--- src/rtl/comparator_sweeper.sv ---
// Self-test front end for a dual equality comparator: sweeps every operand pair,
// checks y1/y2 against the expected equality and accumulates match/error results.
module comparator_sweeper #(
  parameter int WIDTH  = 3,
  parameter int SETTLE = 1
) (
  input  logic                 clk,
  input  logic                 reset,
  input  logic                 start,
  input  logic                 y1,
  input  logic                 y2,
  output logic [WIDTH-1:0]     a1,
  output logic [WIDTH-1:0]     a2,
  output logic [WIDTH-1:0]     b1,
  output logic [WIDTH-1:0]     b2,
  output logic                 busy,
  output logic                 done,
  output logic [2*WIDTH:0]     match_cnt,
  output logic [2*WIDTH:0]     err_cnt,
  output logic                 err_valid,
  output logic [2*WIDTH-1:0]   first_err_idx
);

  localparam int IW = 2 * WIDTH;
  localparam int CW = 2 * WIDTH + 1;
  localparam int SW = (SETTLE > 1) ? $clog2(SETTLE) : 1;

  typedef enum logic [1:0] {IDLE, DRIVE, SAMPLE, DONE} state_t;

  state_t          state, state_nxt;
  logic [IW-1:0]   idx;
  logic [IW-1:0]   idx_inc;
  logic [SW-1:0]   settle_cnt;
  logic            settle_last;
  logic            idx_last;
  logic            expect_eq;

  assign idx_inc     = idx + IW'(1);
  assign settle_last = (settle_cnt == SW'(SETTLE - 1));
  assign idx_last    = (idx == '1);
  assign expect_eq   = (a1 == a2);

  always_ff @(posedge clk) begin
    if (reset) state <= IDLE;
    else       state <= state_nxt;
  end

  always_comb begin
    state_nxt = state;
    busy      = 1'b0;
    done      = 1'b0;
    case (state)
      IDLE:   if (start) state_nxt = DRIVE;
      DRIVE: begin
        busy = 1'b1;
        if (settle_last) state_nxt = SAMPLE;
      end
      SAMPLE: begin
        busy      = 1'b1;
        state_nxt = idx_last ? DONE : DRIVE;
      end
      DONE: begin
        done      = 1'b1;
        state_nxt = IDLE;
      end
      default: state_nxt = IDLE;
    endcase
  end

  // Operands are loaded from the next idx on the edge entering DRIVE, so they
  // stay constant across the whole DRIVE+SAMPLE window of that pair.
  always_ff @(posedge clk) begin
    if (reset) begin
      idx           <= '0;
      settle_cnt    <= '0;
      a1            <= '0;
      a2            <= '0;
      b1            <= '0;
      b2            <= '0;
      match_cnt     <= '0;
      err_cnt       <= '0;
      err_valid     <= 1'b0;
      first_err_idx <= '0;
    end else begin
      case (state)
        IDLE: if (start) begin
          idx           <= '0;
          settle_cnt    <= '0;
          a1            <= '0;
          a2            <= '0;
          b1            <= '0;
          b2            <= '0;
          match_cnt     <= '0;
          err_cnt       <= '0;
          err_valid     <= 1'b0;
          first_err_idx <= '0;
        end
        DRIVE: if (!settle_last) settle_cnt <= settle_cnt + SW'(1);
        SAMPLE: begin
          if (y1 == expect_eq && y2 == expect_eq) begin
            if (expect_eq) match_cnt <= match_cnt + CW'(1);
          end else begin
            err_cnt <= err_cnt + CW'(1);
            if (!err_valid) begin
              err_valid     <= 1'b1;
              first_err_idx <= idx;
            end
          end
          if (!idx_last) begin
            idx        <= idx_inc;
            settle_cnt <= '0;
            a1         <= idx_inc[IW-1:WIDTH];
            a2         <= idx_inc[WIDTH-1:0];
            b1         <= idx_inc[WIDTH-1:0];
            b2         <= idx_inc[IW-1:WIDTH];
          end
        end
        default: ;
      endcase
    end
  end

endmodule

--- config.mk ---
export PLATFORM = sky130hd
export DESIGN_NAME = comparator_sweeper
export DESIGN_NICKNAME = d
export VERILOG_FILES = /design/src/rtl/comparator_sweeper.sv
export SDC_FILE = /design/constraint.sdc
export NUM_CORES = 1
export LEC_CHECK = 0
export ABC_AREA = 1
export CAP_MARGIN = 20
export CORE_ASPECT_RATIO = 2
export CORE_MARGIN = 3
export CORE_UTILIZATION = 25
export CTS_CLUSTER_DIAMETER = 120
export DETAILED_ROUTE_END_ITERATION = 10
export HOLD_SLACK_MARGIN = 0.08
export SLEW_MARGIN = 10
export SYNTH_ARGS = -nofsm -noshare
export SYNTH_HDL_FRONTEND = slang
export SYNTH_SLANG_ARGS = --single-unit
--- constraint.sdc ---
create_clock -name clk -period 2.8 [get_ports clk]
set_input_delay 0.28 -clock clk [delete_from_list [all_inputs] [get_ports clk]]
set_output_delay 0.28 -clock clk [all_outputs]
set_load 0.05 [all_outputs]
==> flow_summary.toml, run 1 <==
[status]
status = "finished, final reports clean"

[timing]
slew_violations = 0
setup_viol = 0
timing.final.crit_share_pct = 75.12
clock.fmax_mhz = 475.4
rsz0062_at_grt = "false"
tns_ns = 0
maxSlewHeadroom_pct = 66.72
tightest_slew_ns = 0.4976
skew_ns = 0.004513
finalHoldViolCount = 0
fin_crit_ns = 2.103

[synthesis]
synth_seq_area_share_pct = 36.94
yosysTopAreaCell = "dfxtp_1"
netlist_area_sq_um = 1572
yosys-top-cells-area = "dfxtp_1, nand2_1, a21oi_1"
synth_top_area_share_pct = 36.94
yosysWarnings = 0
synth_edf_count = 0
synth_most_common_cell = "nand2_1"
avgSynthCellArea_sq_um = 6.984
async_reset_ff_share_pct = 0
yosysUniqueCellTypes = 27
synth_common_cells = "nand2_1, dfxtp_1, a21oi_1, inv_1, nor2_1"
synth_nets = 237
ys_seq_elements = 29
synthCells = 225
ys.flop_type = "dfxtp_1"

[worst_setup_path]
critical_path_class = "reg -> out"
r2r-start = "state[0]"
critPathLaunchType = "flop"
required_ns = 2.52
critPathMaxFanout = 5
startpoint = "state[1]"
reg2reg_slack_ns = 0.91
crit_arrival_ns = 1.82
endpoint_kind = "primary output"

[power_and_ir_drop]
peakVddDrop_v = 0.0003416
p_leak_nw = 0.8220
powerDensity_nw_per_um2 = 758.0

[placement]
gp_congestion = 0.8566
hpwl_um = 3010
io_buffers = 39
place_area_sq_um = 2003

[cells_and_area]
stdcell_area_sq_um = 2193
nFillCells = 629
drive_gt1_share_pct = 8.365
diodes = 0
nNetsFinal = 274
final_util_pct = 36.22
multi_input_area_sq_um = 823.3
syn_to_final_growth_pct = 39.57
seqCellArea_sq_um = 580.6

[detailed_routing]
detail-route-antenna-nets = 0
wirelength_um = 3885
drt_first_pass_iters = 4
drc = 0
drt_iter0_markers = 32
avgRoutedWirePerCell_um = 11.20
vias = 1467
viasPerCell = 4.228

[floorplan]
dieArea_sq_um = 7331
ioPinCount = 40
die_w_um = 62.06
rows = 40
die_h_um = 118.1
initial_core_util_pct = 25.95
coreArea_sq_um = 6056

[cts]
cts_tree = "built"
cts_buffer_depth = 2
cts_resized = 0
hold_buffers = 0
htree_levels = 2
cts_root_buffer = "clkbuf_16"
post_cts_buffers = 0
tritoncts.num_buffers = 5
clk_latency_ns = 0.27
path_clk_slew_ns = 0.05
clkSinkCount = 29

[global_routing]
antenna_found_initial = 0
grt_max_degree = 20
gr-total-overflow = 0
grt_usage_pct = 11.74
grt_pass1_vias = 1530
grt_pass1_wl_um = 6624

[worst_hold_path]
hp-class = "reg -> reg"
min_from = "first_err_idx[0]"

[job]
cap_violations = 0
-- cells by family (layout without fill, tap and decap cells) --
kind of cell / after synthesis / count (layout) / share of synthesized area [%]
AND/OR/NAND/NOR: 109 / 109 / 28.66
XOR/XNOR: 6 / 6 / 3.344
buffers and inverters: 35 / 73 / 10.67
flip-flops: 29 / 29 / 36.94
AO/OA/AOI/OAI: 39 / 39 / 14.81
adder cells (fa/ha/maj): 7 / 7 / 5.573
-- power breakdown --
group / total, mW / internal (mW) / switching [mW]
sequential: 0.475 / 0.444 / 0.0312
combinational: 0.498 / 0.147 / 0.351
clock: 0.690 / 0.507 / 0.183
-- routing by layer --
layer / GRT usage (%) / routed length [um] / part of all wire [%]
met5: 0 / 0 / 0
met4: 6.109 / 85 / 2.2
met3: 2.415 / 113 / 2.9
met2: 20.19 / 2176 / 56
met1: 12.50 / 1510 / 39
-- sequential cells by signal, summed over array words and instances (netlist names) --
name / flops
b1: 2
first_err_idx: 6
idx: 1
b2: 3
err_cnt: 7
err_valid: 1
state: 2
match_cnt: 7
-- final timing paths --
path,cells past startpoint,end
min,2,first_err_idx[0]
max reg2reg,9,b2[0]
max,3,busy
min reg2reg,2,first_err_idx[0]
-- worst max-delay path, stage by stage, from the launching register on --
cell	delay, ns
dfxtp_1	0.39
inv_1	0.08
ha_1	0.28
clkdlybuf4s50_1	0.79
-- cells in the final DEF, fill, tap and decap left out --
master / n
inv_1: 22
nor2_4: 1
a31o_2: 1
nor3_1: 3
dfxtp_1: 29
ha_1: 7
a21oi_2: 3
a311oi_1: 1
a21oi_1: 22
clkbuf_16: 5
buf_4: 1
nand2_1: 72
inv_2: 2
nand3_2: 2
a211oi_1: 3
o21ai_0: 7
nor2_1: 22
xnor2_1: 4
nand3_1: 4
nand2_2: 1
o21ai_1: 1
nor2_2: 1
bufinv_16: 2
nand4_1: 3
clkinv_2: 1
clkdlybuf4s50_1: 39
inv_4: 1
xor2_1: 2
a21oi_4: 1
-- per-stage QoR --
| stage | worst slack (ns) | cells | hold WS (ns) | total power, mW |
|---|---|---|---|---|
| 2_1_floorplan | 1.101 | 225 | 0.5044 | 0.8540 |
| 3_3_place_gp | 0.9673 | 339 | 0.4634 | 0.9821 |
| 3_5_place_dp | 0.9162 | 339 | 0.4594 | 0.9831 |
| 4_1_cts | 0.6639 | 347 | 0.4757 | 1.682 |
| 5_1_grt | 0.5991 | 347 | 0.5002 | 1.744 |
| 6_report | 0.6965 | 347 | 0.4673 | 1.662 |
-- area by class of cell --
type / instances / area share, %
clock inverter: 3 / 2.966
sequential: 29 / 26.47
multi-input combinational: 161 / 37.54
tap: 84 / 4.792
timing repair buffer: 40 / 18.14
inverter: 25 / 4.392
clock buffer: 5 / 5.705
No activity file was read; power rests on OpenSTA's default activity.
==> run 2, diff against run 1 <==
==> constraint.sdc (replaced) <==
create_clock -name clk -period 1.82 [get_ports clk]
set_input_delay 0.182 -clock clk [delete_from_list [all_inputs] [get_ports clk]]
set_output_delay 0.182 -clock clk [all_outputs]
set_load 0.05 [all_outputs]
==> run 2 against run 1 <==
Effect of this change: flip-flop and latch count unchanged; clock-buffer cell count unchanged; combinational power up 74%; register-to-register slack worse by 0.78 ns; critical path type unchanged; largest cell class unchanged; global-route usage up 0.75 points; clock power up 57%; sequential share of layout area down 0.98 points; sequential power up 55%.
==> flow_summary.toml, run 2 (synthesis gave the netlist of run 1 again) <==
[timing]
fin_crit_ns = 1.715
tightest_slew_ns = 0.4987
skew_ns = 0.005121
maxSlewHeadroom_pct = 66.65
finalHoldViolCount = 0
clock.fmax_mhz = 582.9
timing.final.crit_share_pct = 94.26
slew_violations = 0
setup_viol = 0

[placement]
hpwl_um = 3219
place_area_sq_um = 2031
gp_congestion = 0.8054
io_buffers = 39

[floorplan]
die_h_um = 118.1
ioPinCount = 40
dieArea_sq_um = 7331
coreArea_sq_um = 6056
die_w_um = 62.06
initial_core_util_pct = 25.95
rows = 40

[cts]
clkSinkCount = 29
path_clk_slew_ns = 0.05
cts_tree = "built"
htree_levels = 2
cts_buffer_depth = 2
clk_latency_ns = 0.28
tritoncts.num_buffers = 5
cts_root_buffer = "clkbuf_16"

[cells_and_area]
nNetsFinal = 282
nFillCells = 656
drive_gt1_share_pct = 16.97
stdcell_area_sq_um = 2282
top_regs = "err_cnt: 7 flops, match_cnt: 7 flops, first_err_idx: 6 flops"
layout_common_cells = "nand2_1, clkdlybuf4s50_1, dfxtp_1"
syn_to_final_growth_pct = 45.22
diodes = 0
final_common_cell = "nand2_1"

[detailed_routing]
avgRoutedWirePerCell_um = 11.59
detail-route-antenna-nets = 0
viasPerCell = 4.375
drt_iter0_markers = 28
wirelength_um = 4116
drt_first_pass_iters = 4
vias = 1553
drc = 0

[global_routing]
grt_usage_pct = 12.50
gr-total-overflow = 0
antenna_found_initial = 0
grt_pass1_wl_um = 6948
grt_pass1_vias = 1564
grt_max_degree = 19

[power_and_ir_drop]
total_power_mw = 2.680
p_leak_nw = 0.8850
powerDensity_nw_per_um2 = 1174
peakVddDrop_v = 0.0004302

[worst_setup_path]
critPathBufInv = 1
crit_family = "buffers and inverters"
critPathMaxFanout = 5
crit_path_cell_trace = "clkdlybuf4s50_1"
cpMaxStageDelayCell = "clkdlybuf4s50_1"
critical_path_class = "reg -> out"
required_ns = 1.64
critPathLaunchType = "flop"
cpPeakStageDelay_ns = 0.84
crit_arrival_ns = 1.53
endpoint_kind = "primary output"

[status]
status = "finished, final reports clean"

[job]
cap_violations = 0

[worst_hold_path]
hp-class = "reg -> reg"
## run 2: worst paths after layout
kind,depth (start not counted),slack [ns],startpoint,end
setup / recovery,1,0.10,b2[2],b2[2]
hold / removal,2,0.47,first_err_idx[0],first_err_idx[0]
setup reg to reg,10,0.13,state[0],err_cnt[2]
hold reg to reg,2,0.47,first_err_idx[0],first_err_idx[0]
## run 2: final cells by class
class | instances | area, sq um | area share (%)
Clock buffer | 5 | 125.1 | 5.482
Sequential cell | 29 | 581.8 | 25.49
Clock inverter | 3 | 65.06 | 2.851
Tap cell | 84 | 105.1 | 4.605
Timing Repair Buffer | 48 | 460.4 | 20.18
Inverter | 25 | 96.34 | 4.221
Multi-Input combinational cell | 161 | 848.3 | 37.17
## run 2: per-stage QoR
stage | instances | TNS, ns | hold WS [ns] | util, % | setup WS [ns]
floorplan | 225 | 0 | 0.4140 | - | 0.1210
global placement | 344 | 0 | 0.4636 | 33.53 | 0.07579
detailed placement | 344 | -0.008978 | 0.4657 | 33.53 | -0.008978
CTS | 352 | 0 | 0.4754 | 36.71 | 0.03831
global route | 355 | -0.004495 | 0.4992 | 37.69 | -0.004495
finish | 355 | 0 | 0.4695 | 37.69 | 0.1045
## run 2: per-layer routing
metal / GRT usage [%] / vias to the layer above / wire length, um
li1: - / 802 / -
met4: 6.109 / 0 / 117
met2: 22.14 / 29 / 2342
met1: 12.79 / 713 / 1522
met3: 2.634 / 9 / 133
met5: 0 / - / 0
## run 2: worst register-to-register path, stage by stage (launching register included)
cell and delay, ns:
dfxtp_1 0.37, inv_2 0.08, ha_1 0.20, inv_2 0.08
nor2_2 0.06, a21oi_4 0.21, nand3_2 0.14, nor2_4 0.16
buf_4 0.14, nand2_1 0.06, a21oi_1 0.11
## run 2: timing repair
action	4_1_cts	5_1_grt
buffers inserted	0	3
hold buffers	0	0
hold endpoints to repair	0	0
gates resized for setup	1	9
setup endpoints to repair	1	26
pin swaps	0	3
## run 2: power breakdown
part | internal [mW] | switching, mW
clock | 0.781 | 0.295
sequential | 0.684 | 0.0524
combinational | 0.302 | 0.566
total | 1.77 | 0.914
